`config.mk`:
```
export PLATFORM = sky130hd
export DESIGN_NAME = alu_issue_ctrl_flat
export DESIGN_NICKNAME = d
export VERILOG_FILES = /design/src/rtl/alu_issue_ctrl_pkg.sv /design/src/rtl/alu_issue_ctrl_if.sv /design/src/rtl/alu_issue_ctrl_exe_lat_counter.sv /design/src/rtl/alu_issue_ctrl.sv /design/src/flat_wrapper.sv
export SDC_FILE = /design/constraint.sdc
export NUM_CORES = 1
export LEC_CHECK = 0
export CORE_AREA = 2 2 187 189
export CTS_BUF_LIST = sky130_fd_sc_hd__clkbuf_4
export CTS_CLUSTER_SIZE = 40
export DETAILED_ROUTE_END_ITERATION = 12
export DIE_AREA = 0 0 189 191
export SYNTH_ARGS = -nofsm -noshare
export SYNTH_HDL_FRONTEND = slang
export SYNTH_HIERARCHICAL = 1
export SYNTH_SLANG_ARGS = --single-unit
```
`constraint.sdc`:
```
create_clock -name clk -period 2.2 [get_ports clk]
set_input_delay 0.44 -clock clk [delete_from_list [all_inputs] [get_ports clk]]
set_output_delay 0.44 -clock clk [all_outputs]
set_load 0.01 [all_outputs]
```
`src/rtl/alu_issue_ctrl_pkg.sv`:
```
// Shared opcode constants, FSM state encoding and latency lookup for the
// EX-stage ALU issue controller.
package alu_issue_ctrl_pkg;

    localparam logic [4:0] ALU_OP_NOP  = 5'h00;
    localparam logic [4:0] ALU_OP_AND  = 5'h01;
    localparam logic [4:0] ALU_OP_OR   = 5'h02;
    localparam logic [4:0] ALU_OP_ADD  = 5'h03;
    localparam logic [4:0] ALU_OP_ADDU = 5'h04;
    localparam logic [4:0] ALU_OP_SUB  = 5'h05;
    localparam logic [4:0] ALU_OP_SUBU = 5'h06;
    localparam logic [4:0] ALU_OP_XOR  = 5'h07;
    localparam logic [4:0] ALU_OP_NOR  = 5'h08;
    localparam logic [4:0] ALU_OP_SLT  = 5'h09;
    localparam logic [4:0] ALU_OP_SLL  = 5'h0A;
    localparam logic [4:0] ALU_OP_SRL  = 5'h0B;
    localparam logic [4:0] ALU_OP_FADD = 5'h0C;
    localparam logic [4:0] ALU_OP_FSUB = 5'h0D;
    localparam logic [4:0] ALU_OP_SRA  = 5'h0E;
    localparam logic [4:0] ALU_OP_MUL  = 5'h0F;
    localparam logic [4:0] ALU_OP_DIV  = 5'h10;
    localparam logic [4:0] ALU_OP_CEQ  = 5'h11;
    localparam logic [4:0] ALU_OP_CLT  = 5'h12;
    localparam logic [4:0] ALU_OP_CLE  = 5'h13;
    localparam logic [4:0] ALU_OP_CUN  = 5'h14;
    localparam logic [4:0] ALU_OP_CULT = 5'h15;
    localparam logic [4:0] ALU_OP_LUI  = 5'h16;

    typedef enum logic {
        ST_IDLE = 1'b0,
        ST_EXEC = 1'b1
    } state_t;

    // Cycles the ALU must see an op held; the multi-cycle latencies come
    // from the instantiating module's parameters.
    function automatic logic [5:0] op_lat(input logic [4:0] op,
                                          input logic [5:0] mul_lat,
                                          input logic [5:0] div_lat,
                                          input logic [5:0] fp_lat);
        logic [5:0] lat;
        lat = 6'd1;
        case (op)
            ALU_OP_MUL:              lat = mul_lat;
            ALU_OP_DIV:              lat = div_lat;
            ALU_OP_FADD, ALU_OP_FSUB: lat = fp_lat;
            default:                 lat = 6'd1;
        endcase
        return lat;
    endfunction

    function automatic logic is_fcmp(input logic [4:0] op);
        return (op >= ALU_OP_CEQ) && (op <= ALU_OP_CULT);
    endfunction

endpackage

```
`src/rtl/alu_issue_ctrl_if.sv`:
```
// ID/EX issue handshake: ID offers a decoded op, EX accepts it when ready.
interface alu_issue_ctrl_if;
    logic        id_valid;
    logic        ex_ready;
    logic [4:0]  id_op;
    logic [63:0] id_op1;
    logic [63:0] id_op2;
    logic [4:0]  id_shamt;

    modport master (
        output id_valid, id_op, id_op1, id_op2, id_shamt,
        input  ex_ready
    );

    modport slave (
        input  id_valid, id_op, id_op1, id_op2, id_shamt,
        output ex_ready
    );
endinterface

```
`src/rtl/alu_issue_ctrl_exe_lat_counter.sv`:
```
// Down-counter holding the remaining ALU hold cycles of the current op.
module exe_lat_counter (
    input  logic       clk,
    input  logic       rst_n,
    input  logic       load,
    input  logic [5:0] load_val,
    input  logic       dec,
    output logic       zero
);
    logic [5:0] cnt;

    // Load takes priority; decrement only while non-zero.
    always_ff @(posedge clk) begin
        if (!rst_n)
            cnt <= '0;
        else if (load)
            cnt <= load_val;
        else if (dec && (cnt != 6'd0))
            cnt <= cnt - 6'd1;
    end

    assign zero = (cnt == 6'd0);
endmodule

```
`src/rtl/alu_issue_ctrl.sv`:
```
// EX-stage sequencer around the combinational ALU: registers operands,
// holds them for the op latency, captures the result, owns HI/LO/FCC.
// Optional build macro ALU_OVF_TRAP_EN: overflow on ADD/SUB raises ex_ovf
// and zeroes ex_result instead of passing the wrapped result through.
//
// state   | meaning
// ST_IDLE | no op in flight, ready to accept
// ST_EXEC | op held on ALU inputs; captured when the counter reaches zero
module alu_issue_ctrl
    import alu_issue_ctrl_pkg::*;
#(
    parameter int MUL_LAT = 4,
    parameter int DIV_LAT = 32,
    parameter int FP_LAT  = 3
) (
    input  logic              clk,
    input  logic              rst_n,
    input  logic              flush,
    alu_issue_ctrl_if.slave   id,
    output logic [4:0]        alu_operation,
    output logic [63:0]       alu_op1,
    output logic [63:0]       alu_op2,
    output logic [4:0]        alu_shamt,
    input  logic [63:0]       alu_result,
    input  logic              alu_zero,
    input  logic              alu_overflow,
    output logic              ex_valid,
    output logic [63:0]       ex_result,
    output logic              ex_zero,
    output logic              ex_ovf,
    output logic [31:0]       hi,
    output logic [31:0]       lo,
    output logic              fcc,
    output logic              div0
);
    state_t      state, state_nxt;
    logic        cnt_zero;
    logic        ex_ready;
    logic        accept, capture;
    logic        id_div0, div0_pend;
    logic [5:0]  lat_m1;
    logic        cnt_load, cnt_dec;
    logic [5:0]  cnt_val;
    logic [63:0] cap_result;
    logic        cap_zero, cap_ovf;

    assign id.ex_ready = ex_ready;

    // A DIV by zero is never issued to the ALU; it completes in one cycle.
    assign id_div0 = (id.id_op == ALU_OP_DIV) && (id.id_op2[31:0] == 32'd0);
    assign lat_m1  = id_div0 ? 6'd0
                   : op_lat(id.id_op, 6'(MUL_LAT), 6'(DIV_LAT), 6'(FP_LAT)) - 6'd1;

    exe_lat_counter u_cnt (
        .clk      (clk),
        .rst_n    (rst_n),
        .load     (cnt_load),
        .load_val (cnt_val),
        .dec      (cnt_dec),
        .zero     (cnt_zero)
    );

    // State register.
    always_ff @(posedge clk) begin
        if (!rst_n)
            state <= ST_IDLE;
        else
            state <= state_nxt;
    end

    // Next state and handshake; flush beats both accept and capture.
    always_comb begin
        state_nxt = state;
        ex_ready  = (state == ST_IDLE) || cnt_zero;
        accept    = id.id_valid && ex_ready && !flush;
        capture   = (state == ST_EXEC) && cnt_zero && !flush;
        cnt_load  = accept || flush;
        cnt_val   = flush ? 6'd0 : lat_m1;
        cnt_dec   = (state == ST_EXEC) && !cnt_zero && !flush;
        if (flush)
            state_nxt = ST_IDLE;
        else if (accept)
            state_nxt = ST_EXEC;
        else if (capture)
            state_nxt = ST_IDLE;
    end

    // Capture value selection, including the div-by-zero and trap overrides.
    always_comb begin
        cap_result = alu_result;
        cap_zero   = alu_zero;
        cap_ovf    = alu_overflow;
        if (div0_pend) begin
            cap_result = '0;
            cap_zero   = 1'b1;
            cap_ovf    = 1'b0;
        end
`ifdef ALU_OVF_TRAP_EN
        else if (alu_overflow &&
                 ((alu_operation == ALU_OP_ADD) || (alu_operation == ALU_OP_SUB))) begin
            cap_result = '0;
            cap_ovf    = 1'b1;
        end
`endif
    end

    // ALU operand registers; the op code drops to NOP whenever nothing is held.
    always_ff @(posedge clk) begin
        if (!rst_n) begin
            alu_operation <= ALU_OP_NOP;
            alu_op1       <= '0;
            alu_op2       <= '0;
            alu_shamt     <= '0;
            div0_pend     <= 1'b0;
        end else if (flush) begin
            alu_operation <= ALU_OP_NOP;
            div0_pend     <= 1'b0;
        end else if (accept) begin
            alu_operation <= id_div0 ? ALU_OP_NOP : id.id_op;
            alu_op1       <= id.id_op1;
            alu_op2       <= id.id_op2;
            alu_shamt     <= id.id_shamt;
            div0_pend     <= id_div0;
        end else if (capture) begin
            alu_operation <= ALU_OP_NOP;
            div0_pend     <= 1'b0;
        end
    end

    // Result capture and architectural HI/LO/FCC side effects.
    always_ff @(posedge clk) begin
        if (!rst_n) begin
            ex_valid  <= 1'b0;
            ex_result <= '0;
            ex_zero   <= 1'b0;
            ex_ovf    <= 1'b0;
            hi        <= '0;
            lo        <= '0;
            fcc       <= 1'b0;
            div0      <= 1'b0;
        end else begin
            ex_valid <= capture;
            div0     <= capture && div0_pend;
            if (capture) begin
                ex_result <= cap_result;
                ex_zero   <= cap_zero;
                ex_ovf    <= cap_ovf;
                if ((alu_operation == ALU_OP_MUL) || (alu_operation == ALU_OP_DIV)) begin
                    hi <= alu_result[63:32];
                    lo <= alu_result[31:0];
                end else if (is_fcmp(alu_operation)) begin
                    fcc <= alu_zero;
                end
            end
        end
    end
endmodule

```
`src/flat_wrapper.sv`:
```
// flat-port wrapper written by rule: the top's interface ports become plain ports
module alu_issue_ctrl_flat import alu_issue_ctrl_pkg::*;
#(
    parameter int MUL_LAT = 4,
    parameter int DIV_LAT = 32,
    parameter int FP_LAT  = 3
)
  (clk, rst_n, flush, alu_operation, alu_op1, alu_op2, alu_shamt, alu_result, alu_zero, alu_overflow, ex_valid, ex_result, ex_zero, ex_ovf, hi, lo, fcc, div0, id_id_valid, id_id_op, id_id_op1, id_id_op2, id_id_shamt, id_ex_ready);
  alu_issue_ctrl_if id_i ();
  input  logic clk;
  input  logic rst_n;
  input  logic flush;
  output logic [4:0] alu_operation;
  output logic [63:0] alu_op1;
  output logic [63:0] alu_op2;
  output logic [4:0] alu_shamt;
  input  logic [63:0] alu_result;
  input  logic alu_zero;
  input  logic alu_overflow;
  output logic ex_valid;
  output logic [63:0] ex_result;
  output logic ex_zero;
  output logic ex_ovf;
  output logic [31:0] hi;
  output logic [31:0] lo;
  output logic fcc;
  output logic div0;
  input wire logic [$bits(id_i.id_valid)-1:0] id_id_valid;
  input wire logic [$bits(id_i.id_op)-1:0] id_id_op;
  input wire logic [$bits(id_i.id_op1)-1:0] id_id_op1;
  input wire logic [$bits(id_i.id_op2)-1:0] id_id_op2;
  input wire logic [$bits(id_i.id_shamt)-1:0] id_id_shamt;
  output wire logic [$bits(id_i.ex_ready)-1:0] id_ex_ready;
  assign id_i.id_valid = id_id_valid;
  assign id_i.id_op = id_id_op;
  assign id_i.id_op1 = id_id_op1;
  assign id_i.id_op2 = id_id_op2;
  assign id_i.id_shamt = id_id_shamt;
  assign id_ex_ready = id_i.ex_ready;
  alu_issue_ctrl #(.MUL_LAT(MUL_LAT), .DIV_LAT(DIV_LAT), .FP_LAT(FP_LAT)) u_core (.clk(clk), .rst_n(rst_n), .flush(flush), .id(id_i), .alu_operation(alu_operation), .alu_op1(alu_op1), .alu_op2(alu_op2), .alu_shamt(alu_shamt), .alu_result(alu_result), .alu_zero(alu_zero), .alu_overflow(alu_overflow), .ex_valid(ex_valid), .ex_result(ex_result), .ex_zero(ex_zero), .ex_ovf(ex_ovf), .hi(hi), .lo(lo), .fcc(fcc), .div0(div0));
endmodule
```
==> metrics.yaml <==
timing_hold_violations_final: 0
floorplan.die.height_um: 191
finalSetupViolCount: 112
switching_share_pct: 24.82
synth.avg_cell_area_um2: 9.270
timing.critical_path.depth: 6
fin_crit_sh_pct: 114.7
syn-instance-count: 1121
failed_checks: "negative setup slack"
area_growth_pct: 72.09
critical-path-top-delay-family: "simple AND/OR/NAND/NOR gates"
syn-cell-area_um2: 10390
worst_setup_path_endpoint: "id_ex_ready"
num_io_pins: 480
global_route.usage.total_pct: 20.86
cp_slowest_stage_delay_ns: 0.49
grt.overflow.total: 0
dp_hpwl_mm: 26.41
r2r.worst_path.cells: 11
worst_r2r_startpoint: "u_core/u_cnt/cnt[1]$_SDFFE_PN0P_"
cp-start-kind: "flip-flop"
layout-drive-gt1-share_pct: 13.89
critical_path.n_buffers_inverters: 2
ys.flop_type: "sky130_fd_sc_hd__dfxtp_1"
setup_tns_ns: -10.16
layout.nets: 1892
core_area_um2: 34120
internal-power_mw: 8.888
effective_utilization_at_floorplan_pct: 30.46
tritoncts: "yes"
critical-path-slowest-cell: "sky130_fd_sc_hd__or4b_4"
worst_setup_hold_path_clk_slew_ns: 0.07
worstSetupEndpointType: "output pin"
cts-htree-levels: 3
pwr_density_cell_nw_per_um2: 661.1
rsz0062_at_grt: "yes"
ys_seq_elements: 279
pin_slew_with_the_least_headroom_to_its_limit_ns: 0.8298
rows: 68
rr_endpoint: "u_core/ex_result[46]$_SDFFE_PN0P_"
clkPwrFrac_pct: 43.3
grt_first_pass_wirelength_mm: 57.97
tritoncts_num_sinks: 279
synth_edf_count: 0
drt_pass1_iterations: 4
worst_ep_arrival_time_ns: 2.08
grt_max_degree: 112
cts_made_buffers: 78
worst_setup_path_startpoint: "u_core/u_cnt/cnt[1]$_SDFFE_PN0P_"
ctsLongestPathBuffers: 3
totalPowerFinal_mw: 11.82
worst_slack_ns: -0.3234
path_class: "flip-flop to output pin"
clock_latency_on_the_worst_skew_pair_ns: 0.73
numPortBuffers: 479
min-delay-path-class: "input pin to flip-flop"
ys_types: 41
routed_via_density: 4.596
grt_antenna_before_repair: 2
finalHoldWorstSlack_ns: 0.2653
net_count_after_synthesis: 1331
gp_congestion: 0.8024
synthArstFlopShare_pct: 0
fin_skew_ns: 0.02157
postLayoutCoreUtil_pct: 52.41
die_area_um2: 36100
warnings_from_yosys: 6
drt_iter0_drc: 462
seq_power_share_pct: 44.5
synth.yosys.seq_area_share_pct: 53.75
drtAntennaViolNets: 0
n_fill_cell: 3198
wl_per_cell_um: 18.43
worst_slew_margin_rel_pct: 43.90
die_x_um: 189
timing.critical_path.cells: "inv_2 > ha_4 > or4b_4 > nor2_4 > nand2b_4 > buf_4"
route.vias.total: 10106
switchingPower_mw: 2.935
worst-r2r-setup-slack_ns: -0.22
fmax_mhz: 396.3
final_max_slew_viol_count: 0
worst_voltage_drop_across_the_vdd_grid_mv: 0.4110
remaining_drc_errors: 0
highest_net_fanout_along_the_worst_path: 2
final_min_period_ns: 2.523
comb_power_share_pct: 12.2
cap_viol_max_count: 0
run_status: "finished, violations left"
worst_ep_required_time_ns: 1.76
cts_root_buf: "sky130_fd_sc_hd__clkbuf_4"
static_leakage_nw: 6.759
vias_in_the_first_global_route: 10039
routed_wl_mm: 40.53
worst min-delay path by stage:
stage | startpoint | to | slack, ns | cells past startpoint
4_1_cts | id_id_op1[1] | u_core/alu_op1[1]$_SDFFE_PN0P_ | 0.18 | 3
6_report | id_id_op1[58] | u_core/alu_op1[58]$_SDFFE_PN0P_ | 0.27 | 3
2_1_floorplan | u_core/state$_SDFFE_PP0P_ | u_core/state$_SDFFE_PP0P_ | 0.46 | 2
3_5_place_dp | u_core/lo[17]$_SDFFE_PN0P_ | u_core/lo[17]$_SDFFE_PN0P_ | 0.45 | 2
3_3_place_gp | u_core/lo[7]$_SDFFE_PN0P_ | u_core/lo[7]$_SDFFE_PN0P_ | 0.44 | 2
5_1_grt | id_id_op1[58] | u_core/alu_op1[58]$_SDFFE_PN0P_ | 0.22 | 3
kinds of logic after synthesis:
kind of cell / count (synthesis) / synth area share [%]
buffers and inverters: 90 / 4.744
multiplexers: 67 / 6.466
flip-flops: 279 / 53.75
adder cells (fa/ha/maj): 2 / 0.2408
AND/OR/NAND/NOR: 450 / 17.54
XOR/XNOR: 2 / 0.1686
AO/OA/AOI/OAI: 230 / 17.05
other: 1 / 0.03609
what timing repair did:
item / 4_1_cts / 5_1_grt
cloned: 15 / 11
buffers inserted: 8 / 15
pin swaps: 14 / 45
gates resized for setup: 39 / 62
hold buffers: 1 / 0
hold endpoints to repair: 20 / 0
setup endpoints to repair: 155 / 238
state kept, by name, summed over array words and instances (netlist names), 5 cells and up:
register,cells
u_core/alu_op1,64
u_core/alu_op2,64
u_core/alu_operation,5
u_core/alu_shamt,5
u_core/ex_result,64
u_core/hi,32
u_core/lo,32
u_core/u_cnt/cnt,6
cell usage after synthesis, types with 2 or more instances:
master | count | share of area, %
sky130_fd_sc_hd__nand2b_1 | 3 | 0.18
sky130_fd_sc_hd__nand4_1 | 4 | 0.24
sky130_fd_sc_hd__nor2_1 | 10 | 0.36
sky130_fd_sc_hd__inv_1 | 5 | 0.18
sky130_fd_sc_hd__a22oi_1 | 5 | 0.36
sky130_fd_sc_hd__a21boi_0 | 133 | 9.6
sky130_fd_sc_hd__mux2i_1 | 66 | 6.4
sky130_fd_sc_hd__a22o_1 | 65 | 5.5
sky130_fd_sc_hd__buf_2 | 15 | 0.72
sky130_fd_sc_hd__or3_1 | 2 | 0.12
sky130_fd_sc_hd__nor4_1 | 10 | 0.60
sky130_fd_sc_hd__clkbuf_1 | 47 | 1.7
sky130_fd_sc_hd__nand2_1 | 400 | 14
sky130_fd_sc_hd__nor2b_1 | 4 | 0.24
sky130_fd_sc_hd__a21oi_1 | 12 | 0.58
sky130_fd_sc_hd__a21o_1 | 2 | 0.14
sky130_fd_sc_hd__dfxtp_1 | 279 | 54
sky130_fd_sc_hd__ha_1 | 2 | 0.24
sky130_fd_sc_hd__or4b_4 | 2 | 0.26
sky130_fd_sc_hd__xnor2_1 | 2 | 0.17
sky130_fd_sc_hd__o21ai_0 | 7 | 0.34
sky130_fd_sc_hd__buf_4 | 10 | 0.72
sky130_fd_sc_hd__buf_6 | 12 | 1.3
sky130_fd_sc_hd__nor3_1 | 5 | 0.24
sky130_fd_sc_hd__a211oi_1 | 2 | 0.14
sky130_fd_sc_hd__nor4b_1 | 2 | 0.17
cell type report:
cell class | instances | area [um^2] | area share [%]
diodes | 2 | 5.005 | 0.02799
clock buffers | 122 | 915.9 | 5.122
clock inverters | 18 | 150.1 | 0.8396
inverters | 5 | 18.77 | 0.1050
multi-input cells | 754 | 4439 | 24.83
flip-flops and latches | 279 | 5589 | 31.26
well taps | 455 | 569.3 | 3.184
repair buffers | 564 | 6195 | 34.64
layer usage:
layer / routed length [um] / vias up / global-route usage, %
met5: 0 / - / 0
met4: 1262 / 0 / 9.255
met3: 3169 / 74 / 6.995
met2: 19350 / 365 / 34.62
met1: 16760 / 4727 / 24.47
li1: - / 4940 / -
tightest hold or removal path, stage by stage:
cell	delay [ns]
sky130_fd_sc_hd__clkdlybuf4s50_1	0.40
sky130_fd_sc_hd__nand2_1	0.06
sky130_fd_sc_hd__a21boi_1	0.05
power groups by stage:
stage               Sequential [mW]  Clock (mW)  Combinational [mW]
floorplan                      5.43           0               0.397
global placement               5.37           0                1.31
detailed placement             5.37           0                1.32
CTS                            5.26        5.31                1.37
global route                   5.27        5.60                1.55
finish                         5.26        5.12                1.44
per-stage QoR:
| stage | setup slack, ns | cells | area, um^2 |
|---|---|---|---|
| 5_1_grt | -0.4452 | 2199 | 17880 |
| 2_1_floorplan | -0.02242 | 1121 | 10440 |
| 3_5_place_dp | -0.07210 | 2012 | 15850 |
| 6_report | -0.3234 | 2199 | 17880 |
| 4_1_cts | -0.4151 | 2176 | 17450 |
| 3_3_place_gp | -0.05747 | 2012 | 15850 |
cell usage in the layout, fill, tap and decap left out, types with 3 or more instances in the layout:
cell / synthesis / layout
sky130_fd_sc_hd__buf_16: 0 / 10
sky130_fd_sc_hd__a21boi_0: 133 / 99
sky130_fd_sc_hd__buf_6: 12 / 11
sky130_fd_sc_hd__and2_4: 1 / 3
sky130_fd_sc_hd__nor2_1: 10 / 8
sky130_fd_sc_hd__nor4_1: 10 / 10
sky130_fd_sc_hd__nor3_1: 5 / 4
sky130_fd_sc_hd__inv_2: 0 / 5
sky130_fd_sc_hd__mux2i_1: 66 / 65
sky130_fd_sc_hd__buf_8: 0 / 3
sky130_fd_sc_hd__dfxtp_2: 0 / 3
sky130_fd_sc_hd__dfxtp_1: 279 / 276
sky130_fd_sc_hd__buf_12: 0 / 26
sky130_fd_sc_hd__buf_4: 10 / 26
sky130_fd_sc_hd__a22o_1: 65 / 65
sky130_fd_sc_hd__inv_1: 5 / 3
sky130_fd_sc_hd__clkbuf_16: 0 / 10
sky130_fd_sc_hd__o21ai_0: 7 / 7
sky130_fd_sc_hd__clkinv_1: 0 / 11
sky130_fd_sc_hd__clkdlybuf4s50_1: 0 / 465
sky130_fd_sc_hd__bufinv_16: 0 / 3
sky130_fd_sc_hd__clkbuf_4: 0 / 122
sky130_fd_sc_hd__dlymetal6s2s_1: 1 / 4
sky130_fd_sc_hd__nand2_1: 400 / 399
sky130_fd_sc_hd__a21oi_1: 12 / 11
sky130_fd_sc_hd__dlygate4sd2_1: 0 / 8
sky130_fd_sc_hd__nor2b_1: 4 / 3
sky130_fd_sc_hd__nand4_1: 4 / 4
sky130_fd_sc_hd__a21boi_1: 0 / 33
sky130_fd_sc_hd__a22oi_1: 5 / 4
Note: power is estimated with default switching activity, not from simulation.
